--- src/rtl/mux6_rr_arbiter_pkg.sv ---
// Shared constants and state type for the 6:1 round-robin arbiter and its data mux.
package mux6_rr_arbiter_pkg;

  localparam int          SEL_W    = 3;
  localparam logic [2:0]  SEL_IDLE = 3'd7;
  localparam int          MAX_REQ  = 6;

  typedef enum logic {
    ST_EMPTY = 1'b0,
    ST_FULL  = 1'b1
  } state_e;

  // Requester index base+off, wrapped into 0..n-1 (off is always < n).
  function automatic int wrap_add(input int base, input int off, input int n);
    int s;
    s = base + off;
    return (s >= n) ? s - n : s;
  endfunction

endpackage

--- src/rtl/mux6_rr_arbiter_mux.sv ---
// Combinational select of one DW-bit requester word; any select at or above N_REQ yields zero.
module data_sel_mux
  import mux6_rr_arbiter_pkg::*;
#(
  parameter int N_REQ = MAX_REQ,
  parameter int DW    = 4
) (
  input  logic [SEL_W-1:0]    sel_i,
  input  logic [N_REQ*DW-1:0] data_flat_i,
  output logic [DW-1:0]       data_o
);

  // NOTE: the default assignment ahead of the loop keeps every path driven, so no latch is inferred.
  always_comb begin
    data_o = '0;
    for (int i = 0; i < N_REQ; i++) begin
      if (sel_i == SEL_W'(i)) data_o = data_flat_i[i*DW +: DW];
    end
  end

endmodule

--- src/rtl/mux6_rr_arbiter.sv ---
// Round-robin grant over up to six requesters, one registered output beat under valid/ready.
module mux6_rr_arbiter
  import mux6_rr_arbiter_pkg::*;
#(
  parameter int N_REQ = 6,
  parameter int DW    = 4
) (
  input  logic                clk,
  input  logic                rst_n,
  input  logic [N_REQ-1:0]    req,
  input  logic [N_REQ*DW-1:0] data_flat,
  output logic [N_REQ-1:0]    ack,
  output logic [SEL_W-1:0]    sel,
  output logic                out_valid,
  output logic [DW-1:0]       out_data,
  input  logic                out_ready,
  output logic [7:0]          beat_cnt
);

  state_e           state_q;
  logic [SEL_W-1:0] ptr_q;
  logic [SEL_W-1:0] sel_q;
  logic [DW-1:0]    out_data_q;
  logic [7:0]       beat_cnt_q;

  logic [SEL_W-1:0] winner;
  logic             found;
  logic             load;
  logic             accept;
  logic [DW-1:0]    mux_data;

  // First set request at or above ptr_q, wrapping past the top requester.
  always_comb begin
    winner = SEL_IDLE;
    found  = 1'b0;
    for (int off = 0; off < N_REQ; off++) begin
      if (!found && req[SEL_W'(wrap_add(int'(ptr_q), off, N_REQ))]) begin
        found  = 1'b1;
        winner = SEL_W'(wrap_add(int'(ptr_q), off, N_REQ));
      end
    end
  end

  // out_ready only matters while a beat is held; it may reach ack but never out_data.
  assign accept = (state_q == ST_FULL) && out_ready;
  assign load   = ((state_q == ST_EMPTY) || out_ready) && (|req);
  assign ack    = load ? (N_REQ'(1) << winner) : '0;

  data_sel_mux #(
    .N_REQ (N_REQ),
    .DW    (DW)
  ) u_data_sel_mux (
    .sel_i       (winner),
    .data_flat_i (data_flat),
    .data_o      (mux_data)
  );

  // NOTE: sequential state uses non-blocking assignments so every register samples pre-edge values.
  // NOTE: reset is asynchronous; only this handful of flops exists, so clearing all of them is cheap.
  always_ff @(posedge clk or negedge rst_n) begin
    if (!rst_n) begin
      state_q    <= ST_EMPTY;
      ptr_q      <= '0;
      sel_q      <= SEL_IDLE;
      out_data_q <= '0;
      beat_cnt_q <= '0;
    end else begin
      if (accept) beat_cnt_q <= beat_cnt_q + 8'd1;

      case (state_q)
        ST_EMPTY: begin
          if (load) begin
            state_q    <= ST_FULL;
            out_data_q <= mux_data;
            sel_q      <= winner;
            ptr_q      <= (winner == SEL_W'(N_REQ - 1)) ? '0 : winner + SEL_W'(1);
          end
        end
        ST_FULL: begin
          if (load) begin
            out_data_q <= mux_data;
            sel_q      <= winner;
            ptr_q      <= (winner == SEL_W'(N_REQ - 1)) ? '0 : winner + SEL_W'(1);
          end else if (out_ready) begin
            state_q    <= ST_EMPTY;
            sel_q      <= SEL_IDLE;
            out_data_q <= '0;
          end
        end
        default: state_q <= ST_EMPTY;
      endcase
    end
  end

  assign out_valid = (state_q == ST_FULL);
  assign sel       = sel_q;
  assign out_data  = out_data_q;
  assign beat_cnt  = beat_cnt_q;

endmodule

--- config.mk ---
export PLATFORM = sky130hd
export DESIGN_NAME = mux6_rr_arbiter
export DESIGN_NICKNAME = d
export VERILOG_FILES = /design/src/rtl/mux6_rr_arbiter_pkg.sv /design/src/rtl/mux6_rr_arbiter_mux.sv /design/src/rtl/mux6_rr_arbiter.sv
export SDC_FILE = /design/constraint.sdc
export NUM_CORES = 1
export LEC_CHECK = 0
export BUFFER_PORTS_ARGS = -buffer_cell sky130_fd_sc_hd__buf_2
export CELL_PAD_IN_SITES_DETAIL_PLACEMENT = 0
export CELL_PAD_IN_SITES_GLOBAL_PLACEMENT = 1
export CORE_MARGIN = 5
export CORE_UTILIZATION = 40
export CTS_CLUSTER_DIAMETER = 30
export DETAILED_ROUTE_END_ITERATION = 6
export GPL_TIMING_DRIVEN = 0
export PLACE_DENSITY = 0.91
export SYNTH_ARGS = -nofsm -noshare
export SYNTH_HDL_FRONTEND = slang
export SYNTH_SLANG_ARGS = --single-unit
--- constraint.sdc ---
create_clock -name clk -period 5.35 [get_ports clk]
set_input_delay 0.535 -clock clk [delete_from_list [all_inputs] [get_ports clk]]
set_output_delay 0.535 -clock clk [all_outputs]
set_load 0.02 [all_outputs]
==> run_results.csv <==
group,metric,value,unit
place,pre_cts_ws,0.463,ns
clock_tree,clockBufferDepth,2,
yosys,synth_cells,247,
critical_path,critical_path.reg2reg.endpoint,"out_data[0]$_DFFE_PN0P_",
place,routability_congestion,0.862,
hold_path,hold_path_class,"input port to asynchronous set/reset pin",
yosys,syn_area,2140,um2
status,run_status,"complete, no violations",
yosys,ys_ff_latch,19,
yosys,synthesis.yosys.warnings,0,
detailed_routing,postRouteAntennaNets,0,
yosys,synth_ff_type,"sky130_fd_sc_hd__dfrtp_1",
critical_path,critPathCaptureType,"output pin",
clock_tree,tritoncts,"yes",
place,detailed_place_hpwl,4.61,mm
critical_path,worst-endpoint-arrival,4.41,ns
critical_path,r2r_setup_slack,1.07,ns
global_route,grt_pass1_vias,2102,
yosys,synthXorXnorAreaFrac,0.0562,
detailed_routing,dr_wl_cell,15.4,um
yosys,synth.distinct_cells,65,
global_route,global_route.overflow_total,0,
floorplanning,design.portCount,55,
yosys,number_of_enable_type_register_cells_in_the_synthesized_netlist,0,
sta,final_min_period_over_clock_period,0.924,
floorplanning,fp.dieH,83.1,um
floorplanning,floorplan_die_area,6900,um2
layout,fillerInstances,548,
critical_path,cp_slowest_stage_delay,0.41,ns
critical_path,worst_r2r_startpoint,"ptr_q[0]$_DFFE_PN0P_",
layout,final_cells,377,
critical_path,worst_setup_path_start_kind,"register",
layout,final_nets,351,
critical_path,crit_family,"buffers and inverters",
critical_path,required_arrival_time_at_the_worst_endpoint,4.82,ns
global_route,grt_util_all_layers,0.164,
critical_path,timing.reg2reg.worst_path_depth,18,
sta,finalCriticalPeriod,4.95,ns
sta,total_of_endpoints_with_negative_setup_slack_in_the_final_report,0,
global_route,antenna_violations_before_repair,0,
detailed_routing,wl,5.79,mm
layout,diodes,0,
yosys,synth_top_cell_area_share,0.187,
yosys,synth_common_cells,"sky130_fd_sc_hd__nor2_1, sky130_fd_sc_hd__a21oi_1, sky130_fd_sc_hd__nand2_1, sky130_fd_sc_hd__dfrtp_1, sky130_fd_sc_hd__o21ai_0",
layout,multiInputGateArea,1570,um2
detailed_routing,drt_first_iter_violations,106,
clock_tree,clock-sinks,19,
global_route,global_route_wire_length_before_repair,9.81,mm
critical_path,critical_path.n_buffers_inverters,8,
yosys,synthesis.area_per_instance,8.65,um2
yosys,post_synth_and_or_nand_nor_area_fraction,0.187,
sta,finalMaxSlewViolations,0,
floorplanning,start_util,0.416,
clock_tree,insertion_delay,0.26,ns
clock_tree,cts.htree.levels,1,
detailed_routing,post_drt_via_cell_ratio,5.61,
yosys,synth_compound_gate_area_share,0.276,
place,numPortBuffers,54,
yosys,async_flop_share,1.00,
sta,setup_slack,0.405,ns
critical_path,crit_path_start,"ptr_q[0]$_DFFE_PN0P_",
yosys,synth_top_cell_by_area,"sky130_fd_sc_hd__dfrtp_1",
job,max_cap_viol_count,0,
yosys,yosys.area_share.adder,0.0632,
layout,final_layout_size_suffix_gt1_frac,0.313,
sta,clock_skew,0.00812,ns
global_route,grt_start_max_net_pins,20,
place,dp_cell_count,371,
critical_path,critical-path-slowest-cell,"sky130_fd_sc_hd__dfrtp_1",
clock_tree,clk_transition_reported_paths,0.08,ns
yosys,postSynthNetCount,290,
clock_tree,cts_hold_repair_buffers,0,
critical_path,crit_fanout,10,
yosys,synthTopCellsByArea,"sky130_fd_sc_hd__dfrtp_1, sky130_fd_sc_hd__ha_1, sky130_fd_sc_hd__mux2i_1, sky130_fd_sc_hd__a21oi_1, sky130_fd_sc_hd__dfstp_2",
sta,finalHoldViolCount,0,
clock_tree,number_of_buffers_inserted_during_clock_tree_synthesis,3,
critical_path,worstPathCellList,"buf_6 -> buf_6 -> inv_1 -> ha_1 -> clkbuf_2 -> a211oi_1 -> nor3b_1 -> a211oi_2 -> o211a_1 -> nor2_1 -> o21bai_1 -> buf_6 -> buf_2 -> nor2b_1 -> ha_2 -> inv_1 -> nor2_1 -> buf_2",
sta,max_slew.worst_pin.slew,0.771,ns
sta,setup_tns,0,ns
sta,clock.fmax,202,MHz
clock_tree,ctsRootBufferMaster,"sky130_fd_sc_hd__clkbuf_8",
critical_path,critical_path_class,"register to output pin",
floorplanning,die_width,83.1,um
detailed_routing,dr_total_vias,2115,
detailed_routing,drc,0,
yosys,sequential_cell_area_fraction_in_the_yosys_report,0.224,
floorplanning,floorplan.core_area,5140,um2
layout,syn_to_final_growth,20.4,%
layout,final_util,0.501,
sta,rsz_0062_raised_after_global_routing,"false",
yosys,muxShareOfSynthArea,0.146,
layout,ff_latch_area,479,um2
sta,relSlewSlack,0.472,
yosys,yosysMostFrequentCell,"sky130_fd_sc_hd__nor2_1",
detailed_routing,drt_pre_antenna_iters,4,
floorplanning,fp-row-count,26,
critical_path,critical-path-top-cell-by-count,"sky130_fd_sc_hd__buf_6",
yosys,largest_family_of_logic_cells_by_synthesized_area,"compound AO/OA/AOI/OAI gates",
[flip-flops by register name, indices dropped and copies added, names as in the netlist]
signal,cells
beat_cnt,8
out_data,4
out_valid,1
ptr_q,3
sel,3
[layout make-up]
cell class / instances / share of cell area
Buffer: 11 / 0.0272
Clock buffer: 3 / 0.0160
Clock inverter: 1 / 0.00292
Inverter: 8 / 0.0117
Multi-Input combinational cell: 209 / 0.611
Sequential cell: 19 / 0.186
Tap cell: 70 / 0.0340
Timing Repair Buffer: 56 / 0.111
[how the worst max path moves through the flow]
stage	endpoint	slack, ns	depth (start not counted)
detailed placement	ack[3]	0.46	18
global route	ack[3]	0.02	18
global placement	ack[3]	0.46	18
CTS	ack[3]	0.18	18
finish	ack[3]	0.40	18
floorplan	ack[3]	1.18	17
[cell families (layout without fill, tap and decap cells)]
| family | count (synthesis) | after routing |
|---|---|---|
| AO/OA/AOI/OAI | 82 | 82 |
| buffers and inverters | 19 | 79 |
| flip-flops | 19 | 19 |
| adder cells (fa/ha/maj) | 11 | 11 |
| AND/OR/NAND/NOR | 80 | 80 |
| multiplexers | 24 | 24 |
| XOR/XNOR | 12 | 12 |
[metal layers]
metal  part of all wire  global-route usage  vias up
met4             0.0071              0.0238        0
met2               0.46               0.276       68
li1                   -                   -     1059
met3              0.062              0.0257        7
met1               0.47               0.227      981
met5                  0                   0        -
[stage by stage]
step           area [um2]  hold slack [ns]
2_1_floorplan        2140            0.239
3_3_place_gp         2490            0.457
3_5_place_dp         2490            0.479
4_1_cts              2540            0.209
5_1_grt              2570            0.227
6_report             2570            0.196
[cell usage in the layout (no fill, tap or decap), types with 8 or more instances in the layout]
cell	instances
sky130_fd_sc_hd__buf_2	55
sky130_fd_sc_hd__nor2_1	19
sky130_fd_sc_hd__a21oi_1	18
sky130_fd_sc_hd__nand2_1	18
sky130_fd_sc_hd__dfrtp_1	16
sky130_fd_sc_hd__o21ai_0	12
sky130_fd_sc_hd__mux2i_1	10
sky130_fd_sc_hd__ha_1	9
sky130_fd_sc_hd__inv_1	8
sky130_fd_sc_hd__nand3_1	8
sky130_fd_sc_hd__nor3_1	8
[timing repair]
item | CTS | global route
resized for setup | 0 | 5
setup endpoints to repair | 0 | 1
buffers inserted | 0 | 2
Power is not shown: default switching activity piles up to over one toggle a cycle in this logic, so the estimate is an artifact.
